==> src/rtl/keypad_matrix_scan_pkg.sv <==
// keypad_matrix_scan shared definitions
// Matrix geometry, column drive patterns and key helpers
package keypad_pkg;

    localparam int NUM_ROWS = 4;
    localparam int NUM_COLS = 4;
    localparam int KEY_W    = 16;

    // Active-low column drive, indexed by column number
    localparam logic [3:0][3:0] COL_DRV = {
        4'b0111, 4'b1011, 4'b1101, 4'b1110
    };

    // Key indices as seen by the onehot decoder (row*4 + col)
    localparam logic [3:0] KEY_ENTER = 4'd0;
    localparam logic [3:0] KEY_CLEAR = 4'd8;

    function automatic logic [4:0] f_popcount(input logic [KEY_W-1:0] v);
        logic [4:0] n;
        n = '0;
        for (int i = 0; i < KEY_W; i++) begin
            n = n + {4'd0, v[i]};
        end
        return n;
    endfunction

    function automatic logic [3:0] f_encode(input logic [KEY_W-1:0] v);
        logic [3:0] idx;
        idx = '0;
        for (int i = KEY_W - 1; i >= 0; i--) begin
            if (v[i]) idx = 4'(i);
        end
        return idx;
    endfunction

endpackage

==> src/rtl/keypad_matrix_scan_if.sv <==
// keypad_matrix_scan frame / key result bundle
// Scanner side is master, frame filter side is slave
interface keypad_matrix_scan_if;
    import keypad_pkg::*;

    logic [KEY_W-1:0] frame;
    logic             frame_done;
    logic [KEY_W-1:0] onehot;
    logic [3:0]       key_code;
    logic             key_valid;
    logic             multi_key;

    modport master (
        output frame, frame_done,
        input  onehot, key_code, key_valid, multi_key
    );

    modport slave (
        input  frame, frame_done,
        output onehot, key_code, key_valid, multi_key
    );
endinterface

==> src/rtl/keypad_matrix_scan_filter.sv <==
// kp_frame_filter: debounce, ghost rejection, key encode
// Accepts a frame once it repeats DEBOUNCE_SCANS times
module kp_frame_filter
    import keypad_pkg::*;
#(
    parameter int DEBOUNCE_SCANS = 4
) (
    input logic                 clk,
    input logic                 RSTn,
    keypad_matrix_scan_if.slave bus
);

    localparam logic [3:0] DEB = 4'(DEBOUNCE_SCANS);

    logic [KEY_W-1:0] r_prev;
    logic [3:0]       r_stable;
    logic [KEY_W-1:0] r_onehot;
    logic [3:0]       r_code;
    logic             r_valid;
    logic             r_multi;

    logic             w_same;
    logic [3:0]       w_stable_next;
    logic             w_accept;
    logic [4:0]       w_pop;

    // Next stable count and acceptance decision for this frame
    always_comb begin
        w_same        = (bus.frame == r_prev);
        w_stable_next = 4'd1;
        if (w_same) begin
            w_stable_next = (r_stable == DEB) ? DEB : r_stable + 4'd1;
        end
        w_accept = bus.frame_done && (w_stable_next == DEB);
        w_pop    = f_popcount(bus.frame);
    end

    // Debounce state and registered key outputs
    always_ff @(posedge clk or negedge RSTn) begin
        if (!RSTn) begin
            r_prev   <= '0;
            r_stable <= '0;
            r_onehot <= '0;
            r_code   <= '0;
            r_valid  <= 1'b0;
            r_multi  <= 1'b0;
        end else begin
            r_valid <= 1'b0;
            if (bus.frame_done) begin
                r_stable <= w_stable_next;
                if (!w_same) r_prev <= bus.frame;
            end
            if (w_accept) begin
                unique case (1'b1)
                    (w_pop == 5'd0): begin
                        r_onehot <= '0;
                        r_multi  <= 1'b0;
                    end
                    (w_pop == 5'd1): begin
                        r_onehot <= bus.frame;
                        r_code   <= f_encode(bus.frame);
                        r_multi  <= 1'b0;
                        r_valid  <= (bus.frame != r_onehot);
                    end
                    (w_pop > 5'd1): begin
                        r_onehot <= '0;
                        r_multi  <= 1'b1;
                    end
                endcase
            end
        end
    end

    assign bus.onehot    = r_onehot;
    assign bus.key_code  = r_code;
    assign bus.key_valid = r_valid;
    assign bus.multi_key = r_multi;

endmodule

==> src/rtl/keypad_matrix_scan.sv <==
// keypad_matrix_scan: 4x4 keypad column scanner
// Synchronizes rows, rotates columns, assembles frames
module keypad_matrix_scan
    import keypad_pkg::*;
#(
    parameter int SCAN_DIV       = 50000,
    parameter int DEBOUNCE_SCANS = 4
) (
    input  logic             clk,
    input  logic             RSTn,
    input  logic [3:0]       row_in,
    output logic [3:0]       col_out,
    output logic [KEY_W-1:0] onehot,
    output logic [3:0]       key_code,
    output logic             key_valid,
    output logic             multi_key
);

    localparam int CNT_W = $clog2(SCAN_DIV);
    localparam logic [CNT_W-1:0] CNT_MAX = CNT_W'(SCAN_DIV - 1);

    logic [3:0]       r_sync1;
    logic [3:0]       r_sync2;
    logic [CNT_W-1:0] r_cnt;
    logic [1:0]       r_col;
    logic [3:0]       r_col_out;
    logic [KEY_W-1:0] r_frame;

    logic             w_slot_end;
    logic [KEY_W-1:0] w_frame_next;

    keypad_matrix_scan_if u_bus ();

    assign w_slot_end = (r_cnt == CNT_MAX);

    // Frame with the current column's row bits merged in
    always_comb begin
        w_frame_next = r_frame;
        for (int r = 0; r < NUM_ROWS; r++) begin
            w_frame_next[{2'(r), r_col}] = ~r_sync2[r];
        end
    end

    // Two-stage synchronizer for the asynchronous rows
    always_ff @(posedge clk or negedge RSTn) begin
        if (!RSTn) begin
            r_sync1 <= 4'hF;
            r_sync2 <= 4'hF;
        end else begin
            r_sync1 <= row_in;
            r_sync2 <= r_sync1;
        end
    end

    // Slot counter, column rotation and frame capture
    always_ff @(posedge clk or negedge RSTn) begin
        if (!RSTn) begin
            r_cnt     <= '0;
            r_col     <= '0;
            r_col_out <= COL_DRV[0];
            r_frame   <= '0;
        end else if (w_slot_end) begin
            r_cnt     <= '0;
            r_col     <= r_col + 2'd1;
            r_col_out <= COL_DRV[r_col + 2'd1];
            r_frame   <= w_frame_next;
        end else begin
            r_cnt <= r_cnt + 1'b1;
        end
    end

    assign u_bus.frame      = w_frame_next;
    assign u_bus.frame_done = w_slot_end && (r_col == 2'd3);

    kp_frame_filter #(
        .DEBOUNCE_SCANS(DEBOUNCE_SCANS)
    ) u_filter (
        .clk (clk),
        .RSTn(RSTn),
        .bus (u_bus.slave)
    );

    assign col_out   = r_col_out;
    assign onehot    = u_bus.onehot;
    assign key_code  = u_bus.key_code;
    assign key_valid = u_bus.key_valid;
    assign multi_key = u_bus.multi_key;

endmodule

==> config.mk <==
export PLATFORM = sky130hd
export DESIGN_NAME = keypad_matrix_scan
export DESIGN_NICKNAME = d
export VERILOG_FILES = /design/src/rtl/keypad_matrix_scan_pkg.sv /design/src/rtl/keypad_matrix_scan_if.sv /design/src/rtl/keypad_matrix_scan_filter.sv /design/src/rtl/keypad_matrix_scan.sv
export SDC_FILE = /design/constraint.sdc
export NUM_CORES = 1
export LEC_CHECK = 0
export ABC_AREA = 1
export CAP_MARGIN = 20
export CORE_AREA = 3 3 99 101
export CTS_BUF_LIST = sky130_fd_sc_hd__clkbuf_8 sky130_fd_sc_hd__clkbuf_16
export DETAILED_ROUTE_END_ITERATION = 16
export DIE_AREA = 0 0 102 104
export PLACE_DENSITY_LB_ADDON = 0.1
export SLEW_MARGIN = 15
export SYNTH_ARGS = -nofsm -noshare
export SYNTH_HDL_FRONTEND = slang
export SYNTH_SLANG_ARGS = --single-unit
==> constraint.sdc <==
create_clock -name clk -period 5.3 [get_ports clk]
set_input_delay 0.795 -clock clk [delete_from_list [all_inputs] [get_ports clk]]
set_output_delay 0.795 -clock clk [all_outputs]
set_load 0.01 [all_outputs]
==> run_results.csv <==
group,metric,value,unit
critical_path,critPathSlowestCell,"fa_1",
place,place_ws,-0.09415,ns
layout,layout_commonest_cell,"nand2_1",
logic_synthesis,synth_area_leader_cell,"dfrtp_1",
sta,hold_viol,0,
place,place.gp.congestion,0.8056,
floorplan,start_util,0.5287,
sta,setup_ws,0.2549,ns
critical_path,critPathMaxStageDelay,0.52,ns
critical_path,worstPathMaxFanout,11,
sta,fmaxAchievable,198.2,MHz
floorplan,fp.dieArea,10610,um^2
layout,antenna_cells,0,
critical_path,cp_cell_sequence,"inv_1, ha_2, nand2_1, o21ai_2, inv_1, ha_1, inv_1, fa_1, fa_1, fa_1, fa_1, fa_1, inv_2, fa_1, a2111oi_2, o21ai_1, nor2_2, nand2_4, buf_12, o21ai_2",
logic_synthesis,syn_nets,542,
drt,finalWirelength,9673,um
place,placed_area,5314,um^2
logic_synthesis,syn_area_per_cell,9.388,um^2
clocking,cts_tree,"yes",
drt,vias_per_cell,5.148,
logic_synthesis,ys.flop_type,"dfrtp_1",
layout,multi_input_area,2261,um^2
logic_synthesis,synthArstFlopShare,1.000,
drt,wl_per_cell,14.16,um
global_routing,grt_usage,0.1991,
outcome,outcome,"finished, final reports clean",
sta,finalCriticalPeriod,5.045,ns
pwr,power_density,217.6,nW/um^2
clocking,htreeDepth,3,
clocking,cts_hold_buf,0,
floorplan,core-area,9109,um^2
layout,layout_common_cells,"113 x nand2_1, 77 x dfrtp_1, 71 x inv_1",
job,cap_violations,0,
drt,drtIter0Drc,153,
clocking,clk_pin_slew,0.08,ns
critical_path,critPathMostFrequentCell,"fa_1",
critical_path,critPathLaunchType,"flip-flop",
logic_synthesis,synth_area,4816,um^2
global_routing,first_global_vias,3522,
sta,max_slew.worst_pin.slew,0.9769,ns
pwr,leakage,2.654,nW
place,io_buffers,31,
sta,setup_viol,0,
logic_synthesis,yosysWarningCount,0,
global_routing,gr-total-overflow,0,
place,dp_hpwl,6947,um
global_routing,grt_start_max_net_pins,60,
layout,area_growth,16.32,%
clocking,cts_inserted_buffers,9,
critical_path,cp.required,5.59,ns
pwr,p_switching,0.0002780,W
pwr,switching_share,0.2281,
floorplan,rows,35,
layout,seq_area,2216,um^2
clocking,insertion_delay,0.36,ns
pwr,seqPwrFrac,0.557,
logic_synthesis,ys_ff_latch,88,
worst_hold_path,hp-class,"in2async",
sta,rsz0062_at_grt,"true",
sta,slew_headroom,0.3472,
critical_path,arrival,5.33,ns
drt,ant_nets,0,
drt,dr.pass1.iters,4,
global_routing,grt_pass1_wl,16730,um
sta,fin_worst_skew,0.01117,ns
floorplan,die_x,102,um
floorplan,die_y,104,um
logic_synthesis,netlist_instances,513,
sta,finalMaxSlewViolations,0,
pwr,worst_ir_drop_vdd,0.0002045,V
layout,fin_nets,596,
critical_path,crit_path_end_kind,"flip-flop",
pwr,power_frac_comb,0.056,
layout,nFillCells,792,
floorplan,io_pins,32,
clocking,cts-root-buf,"clkbuf_8",
layout,post-route-cell-area,5602,um^2
drt,vias,3516,
logic_synthesis,ys_seq_area_frac,0.4601,
logic_synthesis,synth_edf_count,0,
layout,drive_above_1_share,0.1713,
sta,post-route-period-util,0.9519,
drt,drc,0,
pwr,intPower,0.0009406,W
clocking,clockBufferDepth,2,
pwr,clock_power_share,0.387,
global_routing,antenna_found_initial,0,
critical_path,crit_type,"reg2reg",
logic_synthesis,synth_top_area_frac,0.4001,
logic_synthesis,synthTopCellsByArea,"dfrtp_1 40%, nand2_1 8.8%, dfstp_2 6.0%",
logic_synthesis,synth_cell_types,39,
clocking,clock_sinks,88,
[critical path: cells and delay by family (launching register included)]
kind | cells | cell delay, ns
buf+inv | 5 | 0.48
simple gates | 3 | 0.40
fa+ha+maj | 8 | 3.14
flops | 1 | 0.42
compound gates | 4 | 0.53
[state kept, by name, indices dropped and copies added, names as in the netlist]
register / cells
col_out: 4
u_filter.r_prev: 16
u_filter.bus.onehot: 16
r_sync2: 4
r_sync1: 4
r_col: 2
u_filter.r_stable: 4
u_filter.bus.multi_key: 1
u_filter.bus.key_code: 4
u_filter.bus.key_valid: 1
r_frame: 16
r_cnt: 16
[kinds of logic after synthesis]
logic type / share of synthesized area
AND/OR/NAND/NOR: 0.1728
AO/OA/AOI/OAI: 0.1645
XOR/XNOR: 0.05274
flip-flops: 0.4601
buffers and inverters: 0.07456
adder cells (fa/ha/maj): 0.07534
[power by group through the flow]
stage	combinational (W)	clock, W	sequential, W
2_1_floorplan	0.0000335	0	0.000691
3_3_place_gp	0.0000632	0	0.000692
3_5_place_dp	0.0000652	0	0.000692
4_1_cts	0.0000667	0.000487	0.000679
5_1_grt	0.0000789	0.000515	0.000680
6_report	0.0000682	0.000472	0.000679
[per-stage QoR]
step | instances | hold slack (ns) | setup TNS (ns) | total power [W] | util
after floorplan | 513 | 0.3452 | 0 | 0.0007247 | -
final | 683 | 0.3536 | 0 | 0.001219 | 0.6150
after CTS | 679 | 0.3565 | 0 | 0.001232 | 0.6096
after global routing | 683 | 0.3625 | -0.2691 | 0.001274 | 0.6150
after global placement | 658 | 0.3459 | 0 | 0.0007551 | 0.5834
after detailed placement | 658 | 0.3488 | -0.9894 | 0.0007573 | 0.5834
[metal layers]
| metal | wire length [um] | GRT usage | share of wire |
|---|---|---|---|
| met1 | 4828 | 0.2903 | 0.50 |
| met2 | 4433 | 0.2994 | 0.46 |
| met3 | 228 | 0.03622 | 0.024 |
| met4 | 181 | 0.06560 | 0.019 |
| met5 | 0 | 0 | 0 |
[Yosys cell counts, types with 3 or more instances]
master,instances
a21oi_1,9
and2_1,3
buf_4,4
buf_6,3
clkbuf_1,6
dfrtp_1,77
dfstp_2,11
fa_1,10
ha_1,13
inv_1,69
nand2_1,113
nand3_1,12
nand4_1,9
nor2_1,27
nor3_1,9
nor4_1,3
o21ai_0,51
o21ai_2,8
o21ai_4,12
o22ai_2,13
xnor2_1,11
xor2_1,18
[area by class of cell]
class	instances	area share
Clock inverter	5	0.008711
Multi-Input combinational cell	341	0.4036
Clock buffer	11	0.02703
Timing Repair Buffer	57	0.09337
Tap cell	111	0.02479
Sequential cell	88	0.3956
Inverter	70	0.04691
[path summary, 6_finish.rpt]
check,from,end,slack (ns),cells after the start
worst max-delay path,r_col[0],u_filter.bus.onehot[14],0.25,20
worst min-delay path,RSTn,u_filter.r_stable[2],0.35,1
worst max register to register,r_col[0],u_filter.bus.onehot[14],0.25,20
worst min register to register,r_sync1[2],r_sync2[2],0.35,0
max in group asynchronous,RSTn,r_frame[5],3.88,2
min in group clk,r_sync1[2],r_sync2[2],0.35,0
[timing repair]
action	4_1_cts	5_1_grt
pin swaps	1	4
resized for setup	2	5
endpoints found under the setup margin	15	22
cloned	0	1
setup buffers	5	2
Note: power is estimated with default switching activity, not from simulation.
